`config.mk`:
```
export PLATFORM = sky130hd
export DESIGN_NAME = ones_frame_acc_flat
export DESIGN_NICKNAME = d
export VERILOG_FILES = /design/src/rtl/ones_frame_acc_if.sv /design/src/rtl/ones_frame_acc.sv /design/src/flat_wrapper.sv
export SDC_FILE = /design/constraint.sdc
export NUM_CORES = 1
export LEC_CHECK = 0
export ABC_AREA = 1
export CORE_MARGIN = 3
export CORE_UTILIZATION = 59
export CTS_CLUSTER_DIAMETER = 80
export DETAILED_ROUTE_END_ITERATION = 8
export PLACE_DENSITY = 0.88
export SETUP_SLACK_MARGIN = 0.1
export SLEW_MARGIN = 20
export SYNTH_ARGS = -nofsm -noshare
export SYNTH_HDL_FRONTEND = slang
export SYNTH_SLANG_ARGS = --single-unit
```
`constraint.sdc`:
```
create_clock -name clk -period 7.08 [get_ports clk]
set_input_delay 1.416 -clock clk [delete_from_list [all_inputs] [get_ports clk]]
set_output_delay 1.416 -clock clk [all_outputs]
set_load 0.05 [all_outputs]
```
`src/rtl/ones_frame_acc_if.sv`:
```
// Handshake bundle between the popcount producer, the frame accumulator and the result consumer.
interface ones_frame_acc_if #(
    parameter int unsigned SUM_W  = 8,
    parameter int unsigned WCNT_W = 6
);
    logic              in_valid;
    logic              in_ready;
    logic [2:0]        in_cnt;
    logic              in_last;
    logic              out_valid;
    logic              out_ready;
    logic [SUM_W-1:0]  out_sum;
    logic [WCNT_W-1:0] out_words;
    logic              out_major;
    logic              out_ovf;
    logic              out_err;

    // Environment side: drives words in and takes results out
    modport master (
        output in_valid, in_cnt, in_last, out_ready,
        input  in_ready, out_valid, out_sum, out_words, out_major, out_ovf, out_err
    );

    // Accumulator side
    modport slave (
        input  in_valid, in_cnt, in_last, out_ready,
        output in_ready, out_valid, out_sum, out_words, out_major, out_ovf, out_err
    );
endinterface

```
`src/rtl/ones_frame_acc.sv`:
```
// Accumulates per-word popcounts over a frame and holds the frame summary until taken.
module ones_frame_acc #(
    parameter int unsigned SUM_W  = 8,
    parameter int unsigned WCNT_W = 6
) (
    input  logic              clk,
    input  logic              rst_n,
    ones_frame_acc_if.slave   bus
);
    // Compare width wide enough for sum and 3*words without truncation
    localparam int unsigned MW = ((SUM_W > WCNT_W + 2) ? SUM_W : WCNT_W + 2) + 1;

    typedef enum logic {
        ST_ACC  = 1'b0,
        ST_HOLD = 1'b1
    } state_t;

    state_t            state_q;
    state_t            state_d;

    logic [SUM_W-1:0]  sum_q;
    logic [WCNT_W-1:0] words_q;
    logic              ovf_q;
    logic              err_q;

    logic              accept;
    logic              take;
    logic [2:0]        cnt_clamp;
    logic [SUM_W:0]    sum_ext;
    logic [WCNT_W:0]   words_ext;
    logic [SUM_W-1:0]  sum_nxt;
    logic [WCNT_W-1:0] words_nxt;
    logic              ovf_nxt;
    logic              err_nxt;
    logic [MW-1:0]     words_x3;
    logic              major_nxt;

    assign accept = bus.in_valid & (state_q == ST_ACC);
    assign take   = bus.out_ready & (state_q == ST_HOLD);

    // State register
    always_ff @(posedge clk or negedge rst_n) begin
        if (!rst_n) begin
            state_q <= ST_ACC;
        end else begin
            state_q <= state_d;
        end
    end

    // Next-state: close the frame on the last accepted word, reopen on result take
    always_comb begin
        state_d = state_q;
        case (state_q)
            ST_ACC:  if (accept && bus.in_last) state_d = ST_HOLD;
            ST_HOLD: if (take)                  state_d = ST_ACC;
            default: state_d = ST_ACC;
        endcase
    end

    // Handshake outputs decoded from state only
    always_comb begin
        bus.in_ready  = 1'b0;
        bus.out_valid = 1'b0;
        case (state_q)
            ST_ACC:  bus.in_ready  = 1'b1;
            ST_HOLD: bus.out_valid = 1'b1;
            default: bus.in_ready  = 1'b0;
        endcase
    end

    // Saturating next values of the accumulators and the frame flags
    always_comb begin
        cnt_clamp = (bus.in_cnt > 3'd6) ? 3'd6 : bus.in_cnt;
        sum_ext   = {1'b0, sum_q} + (SUM_W + 1)'(cnt_clamp);
        words_ext = {1'b0, words_q} + (WCNT_W + 1)'(1);
        sum_nxt   = sum_ext[SUM_W] ? '1 : sum_ext[SUM_W-1:0];
        words_nxt = words_ext[WCNT_W] ? '1 : words_ext[WCNT_W-1:0];
        ovf_nxt   = ovf_q | sum_ext[SUM_W] | words_ext[WCNT_W];
        err_nxt   = err_q | (bus.in_cnt == 3'd7);
        words_x3  = (MW'(words_nxt) << 1) + MW'(words_nxt);
        major_nxt = MW'(sum_nxt) > words_x3;
    end

    // Accumulators: add on accept, clear once the result has been taken
    always_ff @(posedge clk or negedge rst_n) begin
        if (!rst_n) begin
            sum_q   <= '0;
            words_q <= '0;
            ovf_q   <= 1'b0;
            err_q   <= 1'b0;
        end else if (accept) begin
            sum_q   <= sum_nxt;
            words_q <= words_nxt;
            ovf_q   <= ovf_nxt;
            err_q   <= err_nxt;
        end else if (take) begin
            sum_q   <= '0;
            words_q <= '0;
            ovf_q   <= 1'b0;
            err_q   <= 1'b0;
        end
    end

    // Result registers: loaded with the final word included, kept until the next frame ends
    always_ff @(posedge clk or negedge rst_n) begin
        if (!rst_n) begin
            bus.out_sum   <= '0;
            bus.out_words <= '0;
            bus.out_major <= 1'b0;
            bus.out_ovf   <= 1'b0;
            bus.out_err   <= 1'b0;
        end else if (accept && bus.in_last) begin
            bus.out_sum   <= sum_nxt;
            bus.out_words <= words_nxt;
            bus.out_major <= major_nxt;
            bus.out_ovf   <= ovf_nxt;
            bus.out_err   <= err_nxt;
        end
    end
endmodule

```
`src/flat_wrapper.sv`:
```
// flat-port wrapper written by rule: the top's interface ports become plain ports
module ones_frame_acc_flat 
#(
    parameter int unsigned SUM_W  = 8,
    parameter int unsigned WCNT_W = 6
)
  (clk, rst_n, bus_in_valid, bus_in_cnt, bus_in_last, bus_out_ready, bus_in_ready, bus_out_valid, bus_out_sum, bus_out_words, bus_out_major, bus_out_ovf, bus_out_err);
  ones_frame_acc_if #(.SUM_W(SUM_W), .WCNT_W(WCNT_W)) bus_i ();
  input  logic clk;
  input  logic rst_n;
  input wire logic [$bits(bus_i.in_valid)-1:0] bus_in_valid;
  input wire logic [$bits(bus_i.in_cnt)-1:0] bus_in_cnt;
  input wire logic [$bits(bus_i.in_last)-1:0] bus_in_last;
  input wire logic [$bits(bus_i.out_ready)-1:0] bus_out_ready;
  output wire logic [$bits(bus_i.in_ready)-1:0] bus_in_ready;
  output wire logic [$bits(bus_i.out_valid)-1:0] bus_out_valid;
  output wire logic [$bits(bus_i.out_sum)-1:0] bus_out_sum;
  output wire logic [$bits(bus_i.out_words)-1:0] bus_out_words;
  output wire logic [$bits(bus_i.out_major)-1:0] bus_out_major;
  output wire logic [$bits(bus_i.out_ovf)-1:0] bus_out_ovf;
  output wire logic [$bits(bus_i.out_err)-1:0] bus_out_err;
  assign bus_i.in_valid = bus_in_valid;
  assign bus_i.in_cnt = bus_in_cnt;
  assign bus_i.in_last = bus_in_last;
  assign bus_i.out_ready = bus_out_ready;
  assign bus_in_ready = bus_i.in_ready;
  assign bus_out_valid = bus_i.out_valid;
  assign bus_out_sum = bus_i.out_sum;
  assign bus_out_words = bus_i.out_words;
  assign bus_out_major = bus_i.out_major;
  assign bus_out_ovf = bus_i.out_ovf;
  assign bus_out_err = bus_i.out_err;
  ones_frame_acc #(.SUM_W(SUM_W), .WCNT_W(WCNT_W)) u_core (.clk(clk), .rst_n(rst_n), .bus(bus_i));
endmodule
```
## Yosys cells after proc, flatten, opt, wreduce, memory -nomap -nowiden

Index checks and enable logic that the tools add are counted.

- Register bits: 34
- Latch bits: 0
- RAM bits: 0
- Memory bits (read-only): 0
- Bits of input ports: 8
- Output and inout port bits: 19
- Logic and storage cells: 39
- Memories: 0

- Add/subtract/negate cells: 3
- Multipliers: 0
- Divide/modulo/power cells: 0
- Order comparisons: 2
- Equality and inequality tests: 1
- Shift operators: 0
- Mux-type cells: 15
- Bitwise gates (word level): 6
- Reduce and logical (&&, ||, !) cells: 2

Operators with widths:

| operator | count |
|---|---|
| 8-bit 2-to-1 mux | 3 |
| 6-bit 2-to-1 mux | 3 |
| 8-bit by 3-bit adder with 9-bit output | 1 |
| 8-bit by 9-bit greater-than comparator with 1-bit output | 1 |
| 7-bit by 6-bit adder with 8-bit output | 1 |
| 6-bit by 1-bit adder with 7-bit output, second input constant | 1 |
| 1-bit 2-to-1 mux | 7 |
| 3-bit equality test, second input constant | 1 |
| 3-bit greater-than comparator, second input constant | 1 |
| 3-bit 2-to-1 mux | 1 |
| 1-bit bitwise OR | 3 |
| 1-bit bitwise AND | 2 |
| 1-bit one-hot mux with 2 select lines | 1 |
| 2-bit nonzero test | 1 |
| 1-bit logical AND | 1 |
| 1-bit inverter | 1 |

## Logic depth before layout (Yosys ltp)

- Depth after elaboration: 6
- Gate-level depth with buffers: 18
- Mapped depth without buffers: 18

## Worst setup path after synthesis

OpenSTA, ideal clock, no wires.

- Path type: input -> register
- Start point: input port bus_in_cnt[0]
- End point: register u_core.bus.out_major
- Setup time: 0.066 ns
- Data arrival time: 3.395 ns
- Required time: 7.014 ns
- Path slack: 3.619 ns
- Stages on the path: 14
- Buffers on the path: 0
- Cells stage by stage: a21boi_0 -> ha_1 -> fa_1 -> nand2_1 -> nand2_2 -> nand2_1 -> nand2_1 -> and2_1 -> ha_1 -> nand3_1 -> or2_2 -> nand3_1 -> nand2_1 -> nand2_1

- Word-level cells in the longest chain between the ends: 5

RTL lines:

| what | RTL line | source |
|---|---|---|
| start: declaration | flat_wrapper.sv:12 | `input wire logic [$bits(bus_i.in_cnt)-1:0] bus_in_cnt;` |
| 3-bit greater-than comparator | ones_frame_acc.sv:73 | `cnt_clamp = (bus.in_cnt > 3'd6) ? 3'd6 : bus.in_cnt;` |
| 3-bit 2-to-1 mux * | ones_frame_acc.sv:73 |  |
| 8-bit by 3-bit adder with 9-bit output * | ones_frame_acc.sv:74 | `sum_ext = {1'b0, sum_q} + (SUM_W + 1)'(cnt_clamp);` |
| 8-bit 2-to-1 mux * | ones_frame_acc.sv:76 | `sum_nxt = sum_ext[SUM_W] ? '1 : sum_ext[SUM_W-1:0];` |
| named net u_core.sum_nxt[6] | ones_frame_acc.sv:31 | `logic [SUM_W-1:0] sum_nxt;` |
| 8-bit by 9-bit greater-than comparator with 1-bit output * | ones_frame_acc.sv:81 | `major_nxt = MW'(sum_nxt) > words_x3;` |
| end signal: assignment | ones_frame_acc.sv:115 | `bus.out_major <= major_nxt;` |
| end: declaration | ones_frame_acc_if.sv:27 | `output in_ready, out_valid, out_sum, out_words, out_major, out_ovf, out_err` |

The timed path passes the listed nets; every way through them passes the cells marked *.
A chain may end at the register's enable or synchronous reset.

## Final worst setup path

- Start point: input port bus_in_cnt[1]
- End point: register u_core.bus.out_major

Same word-level chain as after synthesis.

==> impl_metrics.csv <==
group,metric,value,unit
outcome,status,"finished clean",
clocking,clockBufferDepth,2,
clocking,hold_buffers,0,
layout,mostFrequentLayoutCells,"98 x nand2_1, 34 x dfrtp_1, 27 x inv_1, 26 x clkdlybuf4s50_1, 18 x ha_1",
min_path,min_to,"u_core.bus.out_words[3]",
clocking,tritoncts,"built",
critical_path,cp.arrival,4130,ps
detailed_routing,wl,4.468,mm
min_path,hp-start,"u_core.bus.out_words[3]",
timing,rsz0062_at_grt,"no",
clocking,cts_setup_buffers,0,
placement,portBuffers,26,
critical_path,cp-start-kind,"input pin",
floorplanning,die_w,66.06,um
timing,tightestPinTransition,500.3,ps
yosys,syn-num-nets,295,
detailed_routing,wire_per_inst,12.99,um
yosys,yosysSeqAreaShare,39.98,%
detailed_routing,route.met3.wl,235,um
layout,fin_util,73.41,%
placement,hpwl,3.317,mm
placement,routabilityCongestion,0.8836,
run,cap_violations,0,
yosys,synth_cell_type_count,30,
critical_path,slowest_stage,"clkdlybuf4s50_1",
detailed_routing,drt-initial-drc-count,131,
critical_path,r2r_cells,16,
detailed_routing,drcViolationCount,0,
global_route,grt_antenna_before_repair,0,
pwr,p_total,1.039,mW
detailed_routing,ant_nets,0,
yosys,netlist_area,2128,sq um
critical_path,worst_path_largest_cell_delay,550,ps
critical_path,crit_start,"bus_in_cnt[1]",
detailed_routing,dr.pass1.iters,4,
floorplanning,dieArea,4364,sq um
critical_path,r2r_end,"u_core.bus.out_major",
clocking,root_buffer,"clkbuf_4",
clocking,cts_buffers,5,
floorplanning,die_h,66.06,um
layout,syn2layout_area_growth,17.81,%
critical_path,reg2reg_from,"u_core.words_q[0]",
layout,drive_gt1_share,11.41,%
global_route,track_usage,23.02,%
global_route,grt_max_degree,35,
min_path,hold_class,"reg -> reg",
pwr,powerDensity,414.5,nW/um^2
layout,fin_nets,325,
timing,hold_viol,0,
clocking,cts-resized-gates,0,
clocking,cts.sinks,34,
clocking,clk_pin_slew,110,ps
timing,relSlewSlack,66.54,%
global_route,grt_first_pass_wirelength,7.541,mm
timing,fin_crit_sh,54.11,%
layout,final_common_cell,"nand2_1",
global_route,grt_pass1_vias,1760,
yosys,yosys_warnings,0,
min_path,hold_depth,2,
detailed_routing,via_per_inst,5.227,
floorplanning,io_pins,27,
critical_path,cp_common_cell,"nand2_1",
timing,maxSlewViolCount,0,
yosys,ys_ff_latch,34,
pwr,vdd_drop_max,0.2436,mV
critical_path,critPathCaptureType,"flop",
yosys,postSynthCellCount,267,
critical_path,crit_type,"in -> reg",
timing,fin_worst_skew,9.873,ps
pwr,leakagePower,1.342,nW
timing,min_period,3831,ps
timing,fmax,0.2610,GHz
critical_path,r2r_setup_slack,3950,ps
clocking,htree_levels,2,
timing,setup_viol,0,
global_route,grt_overflow,0,
floorplanning,core-area,3416,sq um
detailed_routing,wl_met1,2.055,mm
critical_path,crit_path_cell_trace,"clkdlybuf4s50_1, a21boi_0, ha_1, fa_1, nand2_1, nand2_2, inv_1, nand2_1, nand3_1, nand2_1, ha_1, nand3_1, or2_2, nand3_1, nand2_1, nand2_1",
critical_path,cp.required,7380,ps
timing,finalSetupTns,0,ps
layout,insertedDiodeCount,0,
detailed_routing,top_layer_used,"met4",
floorplanning,rows,21,
clocking,insertion_delay,350,ps
detailed_routing,wl_met2,2.066,mm
floorplanning,initial_core_util,62.31,%
critical_path,critPathMaxFanout,5,
yosys,synth.avg_cell_area,7.971,sq um
detailed_routing,num_vias,1798,
layer usage:
metal,up-vias,global-route usage [%]
met2,53,36.05
met1,823,30.20
li1,912,-
met3,10,5.612
met4,0,10.15
met5,-,0
flip-flops by register name (all words and copies together) (netlist names), 6 cells and up:
| signal | flops |
|---|---|
| u_core.bus.out_sum | 8 |
| u_core.sum_q | 8 |
| u_core.bus.out_words | 6 |
| u_core.words_q | 6 |
layout make-up:
class	count	area, sq um
timing repair buffer	27	267.8
clock buffer	5	37.54
tap	46	57.56
clock inverter	3	40.04
multi-input combinational	199	1141
inverter	30	112.6
sequential	34	850.8
fill	272	908.4
synthesized netlist by cell type:
cell	count	area [sq um]
o31ai_2	1	12.51
a21oi_1	8	40.04
a31oi_1	1	6.260
inv_2	3	11.26
nor3_4	1	16.27
nand3_1	13	65.06
o21ai_2	4	35.03
buf_2	1	5.000
o21ai_1	3	15.01
a21boi_0	1	7.510
ha_1	18	225.2
nor2_4	1	11.26
o22ai_1	2	12.51
or2_2	2	12.51
and2_1	1	6.260
nand2_2	8	50.05
fa_1	2	40.04
nor2_1	10	37.54
nand3b_1	2	15.01
buf_4	2	15.01
nand3_2	3	30.03
xnor2_1	3	26.28
inv_1	27	101.4
nor3_2	1	10.01
dfrtp_1	34	850.8
nand2_1	98	367.9
nor3b_1	1	7.510
clkbuf_1	1	3.750
o21ai_0	14	70.07
nand4_4	1	21.27
where the power goes:
group / leakage (nW) / internal, mW / switching [mW]
registers: 0.450 / 0.246 / 0.0385
clock network: 0.0450 / 0.0731 / 0.0692
logic: 0.847 / 0.226 / 0.386
worst max-delay path, delay by kind of cell:
kind / cells / cell delay (ps)
compound gates: 1 / 130
fa+ha+maj: 3 / 940
buf+inv: 2 / 640
simple gates: 10 / 1000
worst max-delay path by stage:
stage | endpoint | slack [ps] | cells after the start
3_3_place_gp | u_core.bus.out_major | 3000 | 15
6_report | u_core.bus.out_major | 3250 | 16
2_1_floorplan | u_core.bus.out_major | 3620 | 14
3_5_place_dp | u_core.bus.out_major | 2890 | 16
5_1_grt | u_core.bus.out_major | 3000 | 16
4_1_cts | u_core.bus.out_major | 3260 | 16
cell families after synthesis:
family	synth area share, %
fa+ha+maj	12.46
xor+xnor	1.235
simple gates	30.57
buf+inv	6.407
compound gates	9.347
flops	39.98
through the flow:
stage	setup WS, ps	cells	hold slack, ps	cell area (sq um)
after floorplan	3619	267	449.6	2128
after global placement	2998	336	462.8	2430
after detailed placement	2893	336	464.9	2430
after CTS	3265	344	490.7	2507
after global routing	2997	344	498.1	2507
final	3249	344	488.7	2507
No activity file was read; power rests on OpenSTA's default activity.
